## src/rtl/qar_imem_prefetch.sv

```systemverilog
// Sequential instruction prefetch buffer between the core fetch port and a pipelined memory.
// Optional hit/miss statistics counters are built when QAR_PREFETCH_STATS_EN is defined.
module qar_imem_prefetch #(
  parameter int unsigned DEPTH      = 4,
  parameter int unsigned ADDR_WIDTH = 32
) (
  input  logic                  clk,
  input  logic                  rst_n,
  input  logic                  imem_valid,
  input  logic [ADDR_WIDTH-1:0] imem_addr,
  output logic                  imem_ready,
  output logic [31:0]           imem_rdata,
  output logic                  mreq_valid,
  output logic [ADDR_WIDTH-1:0] mreq_addr,
  input  logic                  mreq_ready,
  input  logic                  mresp_valid,
  input  logic [31:0]           mresp_data,
  output logic [31:0]           stat_hits,
  output logic [31:0]           stat_misses
);

  localparam int unsigned PtrW  = $clog2(DEPTH);
  localparam int unsigned CntW  = PtrW + 1;
  localparam int unsigned DropW = CntW + 1;
  localparam logic [CntW-1:0]       DepthC  = CntW'(DEPTH);
  localparam logic [ADDR_WIDTH-1:0] WordInc = ADDR_WIDTH'(4);

  typedef enum logic [1:0] {StIdle, StResp, StWait} state_e;

  state_e                state_q, state_d;
  logic [31:0]           fifo_q [DEPTH];
  logic [PtrW-1:0]       rd_ptr_q, rd_ptr_d, wr_ptr_q, wr_ptr_d;
  logic [CntW-1:0]       count_q, count_d, pending_q, pending_d, occupancy;
  logic [DropW-1:0]      drop_q, drop_d;
  logic [ADDR_WIDTH-1:0] head_addr_q, head_addr_d, fetch_addr_q, fetch_addr_d, req_aligned;
  logic                  stream_q, stream_d;
  logic [31:0]           rdata_q, rdata_d;
  logic                  req_accept, resp_drop, resp_write, head_match, pop, flush;
  logic                  unused_addr_lsb;

  assign unused_addr_lsb = ^imem_addr[1:0];
  assign req_aligned     = {imem_addr[ADDR_WIDTH-1:2], 2'b00};
  assign head_match      = imem_addr[ADDR_WIDTH-1:2] == head_addr_q[ADDR_WIDTH-1:2];

  assign occupancy  = count_q + pending_q;
  assign mreq_valid = stream_q && (occupancy < DepthC);
  assign mreq_addr  = fetch_addr_q;
  assign req_accept = mreq_valid && mreq_ready;
  assign resp_drop  = mresp_valid && (drop_q != '0);
  assign resp_write = mresp_valid && (drop_q == '0);

  assign imem_ready = (state_q == StResp);
  assign imem_rdata = rdata_q;

  always_comb begin
    state_d      = state_q;
    rdata_d      = rdata_q;
    head_addr_d  = head_addr_q;
    fetch_addr_d = req_accept ? fetch_addr_q + WordInc : fetch_addr_q;
    stream_d     = stream_q;
    pop          = 1'b0;
    flush        = 1'b0;
    unique case (state_q)
      StIdle: begin
        if (imem_valid) begin
          if ((count_q != '0) && head_match) begin
            pop     = 1'b1;
            state_d = StResp;
          end else if ((pending_q != '0) && head_match) begin
            state_d = StWait;
          end else begin
            flush        = 1'b1;
            head_addr_d  = req_aligned;
            fetch_addr_d = req_aligned;
            stream_d     = 1'b1;
            state_d      = StWait;
          end
        end
      end
      StWait: begin
        // An empty FIFO with a live response forwards the response straight to rdata.
        if ((count_q != '0) || resp_write) begin
          pop     = 1'b1;
          state_d = StResp;
        end
      end
      StResp:  state_d = StIdle;
      default: state_d = StIdle;
    endcase
    if (pop) begin
      rdata_d     = (count_q != '0) ? fifo_q[rd_ptr_q] : mresp_data;
      head_addr_d = head_addr_q + WordInc;
    end
  end

  always_comb begin
    count_d   = count_q;
    pending_d = pending_q;
    drop_d    = drop_q;
    rd_ptr_d  = rd_ptr_q;
    wr_ptr_d  = wr_ptr_q;
    if (flush) begin
      count_d   = '0;
      pending_d = '0;
      rd_ptr_d  = '0;
      wr_ptr_d  = '0;
      // Same-cycle response retires one pre-flush request; same-cycle accept adds one.
      drop_d    = drop_q + DropW'(pending_q) + DropW'(req_accept) - DropW'(mresp_valid);
    end else begin
      count_d   = count_q + CntW'(resp_write) - CntW'(pop);
      pending_d = pending_q + CntW'(req_accept) - CntW'(resp_write);
      drop_d    = drop_q - DropW'(resp_drop);
      if (resp_write) wr_ptr_d = wr_ptr_q + PtrW'(1);
      if (pop)        rd_ptr_d = rd_ptr_q + PtrW'(1);
    end
  end

  always_ff @(posedge clk) begin
    if (resp_write && !flush) fifo_q[wr_ptr_q] <= mresp_data;
  end

  always_ff @(posedge clk) begin
    if (!rst_n) begin
      state_q      <= StIdle;
      rd_ptr_q     <= '0;
      wr_ptr_q     <= '0;
      count_q      <= '0;
      pending_q    <= '0;
      drop_q       <= '0;
      head_addr_q  <= '0;
      fetch_addr_q <= '0;
      stream_q     <= 1'b0;
      rdata_q      <= '0;
    end else begin
      state_q      <= state_d;
      rd_ptr_q     <= rd_ptr_d;
      wr_ptr_q     <= wr_ptr_d;
      count_q      <= count_d;
      pending_q    <= pending_d;
      drop_q       <= drop_d;
      head_addr_q  <= head_addr_d;
      fetch_addr_q <= fetch_addr_d;
      stream_q     <= stream_d;
      rdata_q      <= rdata_d;
    end
  end

`ifdef QAR_PREFETCH_STATS_EN
  logic        hit_evt, miss_evt;
  logic [31:0] hits_q, misses_q;

  assign hit_evt  = (state_q == StIdle) && imem_valid && head_match &&
                    ((count_q != '0) || (pending_q != '0));
  assign miss_evt = (state_q == StIdle) && imem_valid && !hit_evt;

  always_ff @(posedge clk) begin
    if (!rst_n) begin
      hits_q   <= '0;
      misses_q <= '0;
    end else begin
      if (hit_evt && (hits_q != '1))    hits_q   <= hits_q + 32'd1;
      if (miss_evt && (misses_q != '1)) misses_q <= misses_q + 32'd1;
    end
  end

  assign stat_hits   = hits_q;
  assign stat_misses = misses_q;
`else
  assign stat_hits   = '0;
  assign stat_misses = '0;
`endif

endmodule
```

## config.mk

```make
export PLATFORM = sky130hd
export DESIGN_NAME = qar_imem_prefetch
export DESIGN_NICKNAME = d
export VERILOG_FILES = /design/src/rtl/qar_imem_prefetch.sv
export SDC_FILE = /design/constraint.sdc
export NUM_CORES = 1
export LEC_CHECK = 0
export CAP_MARGIN = 15
export CELL_PAD_IN_SITES_DETAIL_PLACEMENT = 1
export CELL_PAD_IN_SITES_GLOBAL_PLACEMENT = 2
export CORE_UTILIZATION = 38
export CTS_CLUSTER_DIAMETER = 100
export DETAILED_ROUTE_END_ITERATION = 16
export PLACE_DENSITY_LB_ADDON = 0.1
export SLEW_MARGIN = 15
export SYNTH_ARGS = -nofsm -noshare
export SYNTH_HDL_FRONTEND = slang
export SYNTH_SLANG_ARGS = --single-unit
```

## constraint.sdc

```tcl
create_clock -name clk -period 6.55 [get_ports clk]
set_input_delay 1.31 -clock clk [delete_from_list [all_inputs] [get_ports clk]]
set_output_delay 1.31 -clock clk [all_outputs]
set_load 0.1 [all_outputs]
```

==> results.toml <==
[floorplan]
ios = 199
die_area_sq_mm = 0.0307
fp.dieH_um = 175
rows = 63
start_util_pct = 38.5
die-width_um = 175
core_area_sq_mm = 0.0296

[grt]
grt_max_degree = 71
grtUsageTotal_pct = 18.8
grt_overflow = 0
antenna_found_initial = 0
grt_pass1_wl_um = 45500
grt_pass1_vias = 7977

[detailed_routing]
ant_nets = 0
wl_per_cell_um = 18.9
vias = 7665
dr.first_iter.drc_count = 371
viasPerCell = 5.10
drtPass1Iterations = 4
routed_wl_um = 28500
drcViolationCount = 0

[setup_path]
cp_top_family = "buffers and inverters"
crit_start = "state_q[0]$_SDFFE_PN0P_"
end_kind = "output port"
path_max_fanout = 14
critPathRequiredTime_ns = 5.24
r2r_start = "head_addr_q[8]$_SDFFE_PN0P_"
crit_arrival_ns = 3.19
worst_path_largest_cell_delay_ns = 1.16
worstSetupPathType = "reg -> out"
startpoint_type = "flip-flop"
path_buf_inv = 2
path_cells = "inv_1, nor2_1, clkdlybuf4s50_1"
crit_slowest_cell = "clkdlybuf4s50_1"

[clocking]
clockBufferDepth = 3
cts.sinks = 239
path_clk_slew_ns = 0.06
numCtsBuffers = 28
htree_num_levels = 1
clock-root-buffer = "clkbuf_16"
cts-resized-gates = 0
cts_tree = "built"
holdBufCountCts = 0
clkLatencyLatePin_ns = 0.54
postCtsSetupBuffers = 0

[sta]
hold_viol_final = 0
slew_violations = 0
fmax_mhz = 222
setup_ws_ns = 2.05
worst_pin_slew_ns = 1.03
tns_ns = 0
rsz0062_at_grt = "no"
max_slew_margin_pct = 30.9
period_share_pct = 68.7
fin_crit_ns = 4.50
finClkSkew_ns = 0.0130
setup_violations = 0

[yosys]
synth_cell_types = 67
synth_area_sq_mm = 0.0114
synthCells = 968
synth_top_family_by_area = "simple AND/OR/NAND/NOR gates"
syn_area_per_cell_sq_um = 11.8
synth_top_flop_cell = "edfxtp_1"
synthAdderAreaFrac_pct = 2.56
synth_xor_area_share_pct = 5.37
async_flop_share_pct = 0
synth_simple_gate_area_share_pct = 12.3
synth_edf_count = 128
yosys_warnings = 0
yosysSeqAreaShare_pct = 53.1
synth_compound_area_share_pct = 9.27
muxShareOfSynthArea_pct = 9.30
ys_ff_latch = 239

[power]
peakVddDrop_mv = 0.244
p_leak_nw = 4.67
power_density_mw_per_mm2 = 407

[layout]
multi_input_area_sq_mm = 0.00469
fillers = 3131
regArea_sq_mm = 0.00607
drive_above_1_share_pct = 12.7
layout.nets = 1181
num_antenna_cells = 0
fin_util_pct = 46.4
layout.cells.non_filler = 1503
area_delta_synth_final_pct = 20.3

[place]
hpwl_um = 18800
dp_cells = 1451
io_buffers = 130
place_ws_ns = 1.64
gp_congestion = 0.752

[run_status]
status = "finished, final reports clean"

[min_path]
hold_class = "reg -> reg"
hp-start = "drop_q[3]$_SDFF_PN0_"

[job]
drv_cap = 0
==> metal layers <==
metal | part of all wire [%] | track usage [%]
met1 | 47 | 25.5
met2 | 47 | 31.8
met3 | 4.2 | 2.94
met4 | 1.8 | 3.99
met5 | 0 | 0
==> worst register-to-register path, delay by kind of cell (launching register included) <==
family	cells	cell delay, ns
buffers and inverters	2	0.31
adder cells (fa/ha/maj)	2	0.54
flip-flops	1	0.45
XOR/XNOR	4	0.75
AO/OA/AOI/OAI	1	0.31
AND/OR/NAND/NOR	4	0.92
==> cells by family after synthesis <==
group / count (synthesis)
adder cells (fa/ha/maj): 21
other: 1
AO/OA/AOI/OAI: 144
AND/OR/NAND/NOR: 272
buffers and inverters: 155
flip-flops: 239
XOR/XNOR: 70
multiplexers: 66
==> layout by cell type, fill, tap and decap left out, types with 5 or more instances in the layout <==
| master | netlist | final |
|---|---|---|
| or3_1 | 15 | 14 |
| xnor2_1 | 29 | 29 |
| a32oi_1 | 8 | 8 |
| conb_1 | 1 | 66 |
| nor2_1 | 84 | 82 |
| dfxtp_1 | 111 | 110 |
| ha_1 | 17 | 17 |
| nand2_1 | 46 | 46 |
| xor2_1 | 41 | 41 |
| buf_4 | 69 | 13 |
| clkinv_2 | 0 | 9 |
| a21oi_2 | 13 | 13 |
| a31oi_1 | 17 | 17 |
| and3_1 | 23 | 23 |
| o21ai_0 | 8 | 8 |
| o211ai_1 | 13 | 13 |
| clkinv_1 | 0 | 6 |
| nor3_1 | 16 | 16 |
| a21oi_1 | 15 | 15 |
| nand2_2 | 15 | 15 |
| nand3_1 | 17 | 17 |
| and2_1 | 8 | 8 |
| inv_1 | 39 | 38 |
| a211oi_1 | 46 | 46 |
| clkdlybuf4s50_1 | 0 | 130 |
| edfxtp_1 | 128 | 128 |
| mux2i_1 | 33 | 33 |
| nand4_1 | 12 | 12 |
| mux4_2 | 32 | 32 |
| nor4_1 | 16 | 16 |
| clkbuf_16 | 0 | 28 |
| o21ai_1 | 5 | 5 |
==> worst paths after layout <==
path / endpoint / slack [ns] / cells past startpoint
max: imem_ready / 2.05 / 3
min: drop_q[3]$_SDFF_PN0_ / 0.49 / 2
max reg2reg: count_q[2]$_SDFF_PP0_ / 3.16 / 13
min reg2reg: drop_q[3]$_SDFF_PN0_ / 0.49 / 2
==> where the power goes <==
part           switching [mW]  internal (mW)  leakage, nW
logic                    1.50          0.632         2.16
clock network           0.638          0.904        0.451
registers               0.144           1.77         2.07
==> cell type report <==
cell class / instances / area share, %
Timing Repair Buffer: 144 / 10.3
Tap cell: 390 / 3.55
Clock buffer: 28 / 5.10
Sequential cell: 239 / 44.2
Clock inverter: 24 / 1.64
Inverter: 39 / 1.07
Multi-Input combinational cell: 639 / 34.2
==> through the flow <==
stage | total power [mW] | cell area [sq um] | hold WS, ns
floorplan | 3.64 | 11700 | 0.446
global route | 5.86 | 13700 | 0.511
CTS | 5.66 | 13700 | 0.491
finish | 5.59 | 13700 | 0.488
global placement | 4.08 | 12800 | 0.475
detailed placement | 4.09 | 12800 | 0.482
==> Yosys cell counts, drive strengths merged, types with 3 or more instances <==
cell,n,area [sq um]
edfxtp,128,3840
dfxtp,111,2220
buf,91,679
nor2,84,315
nand2,62,278
a211oi,48,370
xor2,41,359
inv,39,146
mux2i,33,330
mux4,32,721
xnor2,29,254
a21oi,28,189
clkbuf,25,93.8
and3,23,144
nand3,19,113
a31oi,17,106
ha,17,213
nor3,17,90.1
nor4,17,113
or3,15,93.8
nand4,13,96.3
o211ai,13,97.6
o21ai,13,65.1
a32oi,8,70.1
and2,8,50.1
fa,4,80.1
or2,4,25.0
or4,3,26.3
==> flip-flops by register name, indices dropped and copies added (netlist names), 3 cells and up, named ones only <==
| register | flops |
|---|---|
| mreq_addr | 30 |
| pending_q | 3 |
| fifo_q | 128 |
| count_q | 3 |
| head_addr_q | 30 |
| imem_rdata | 32 |
| drop_q | 4 |
Note: power is estimated with default switching activity, not from simulation.
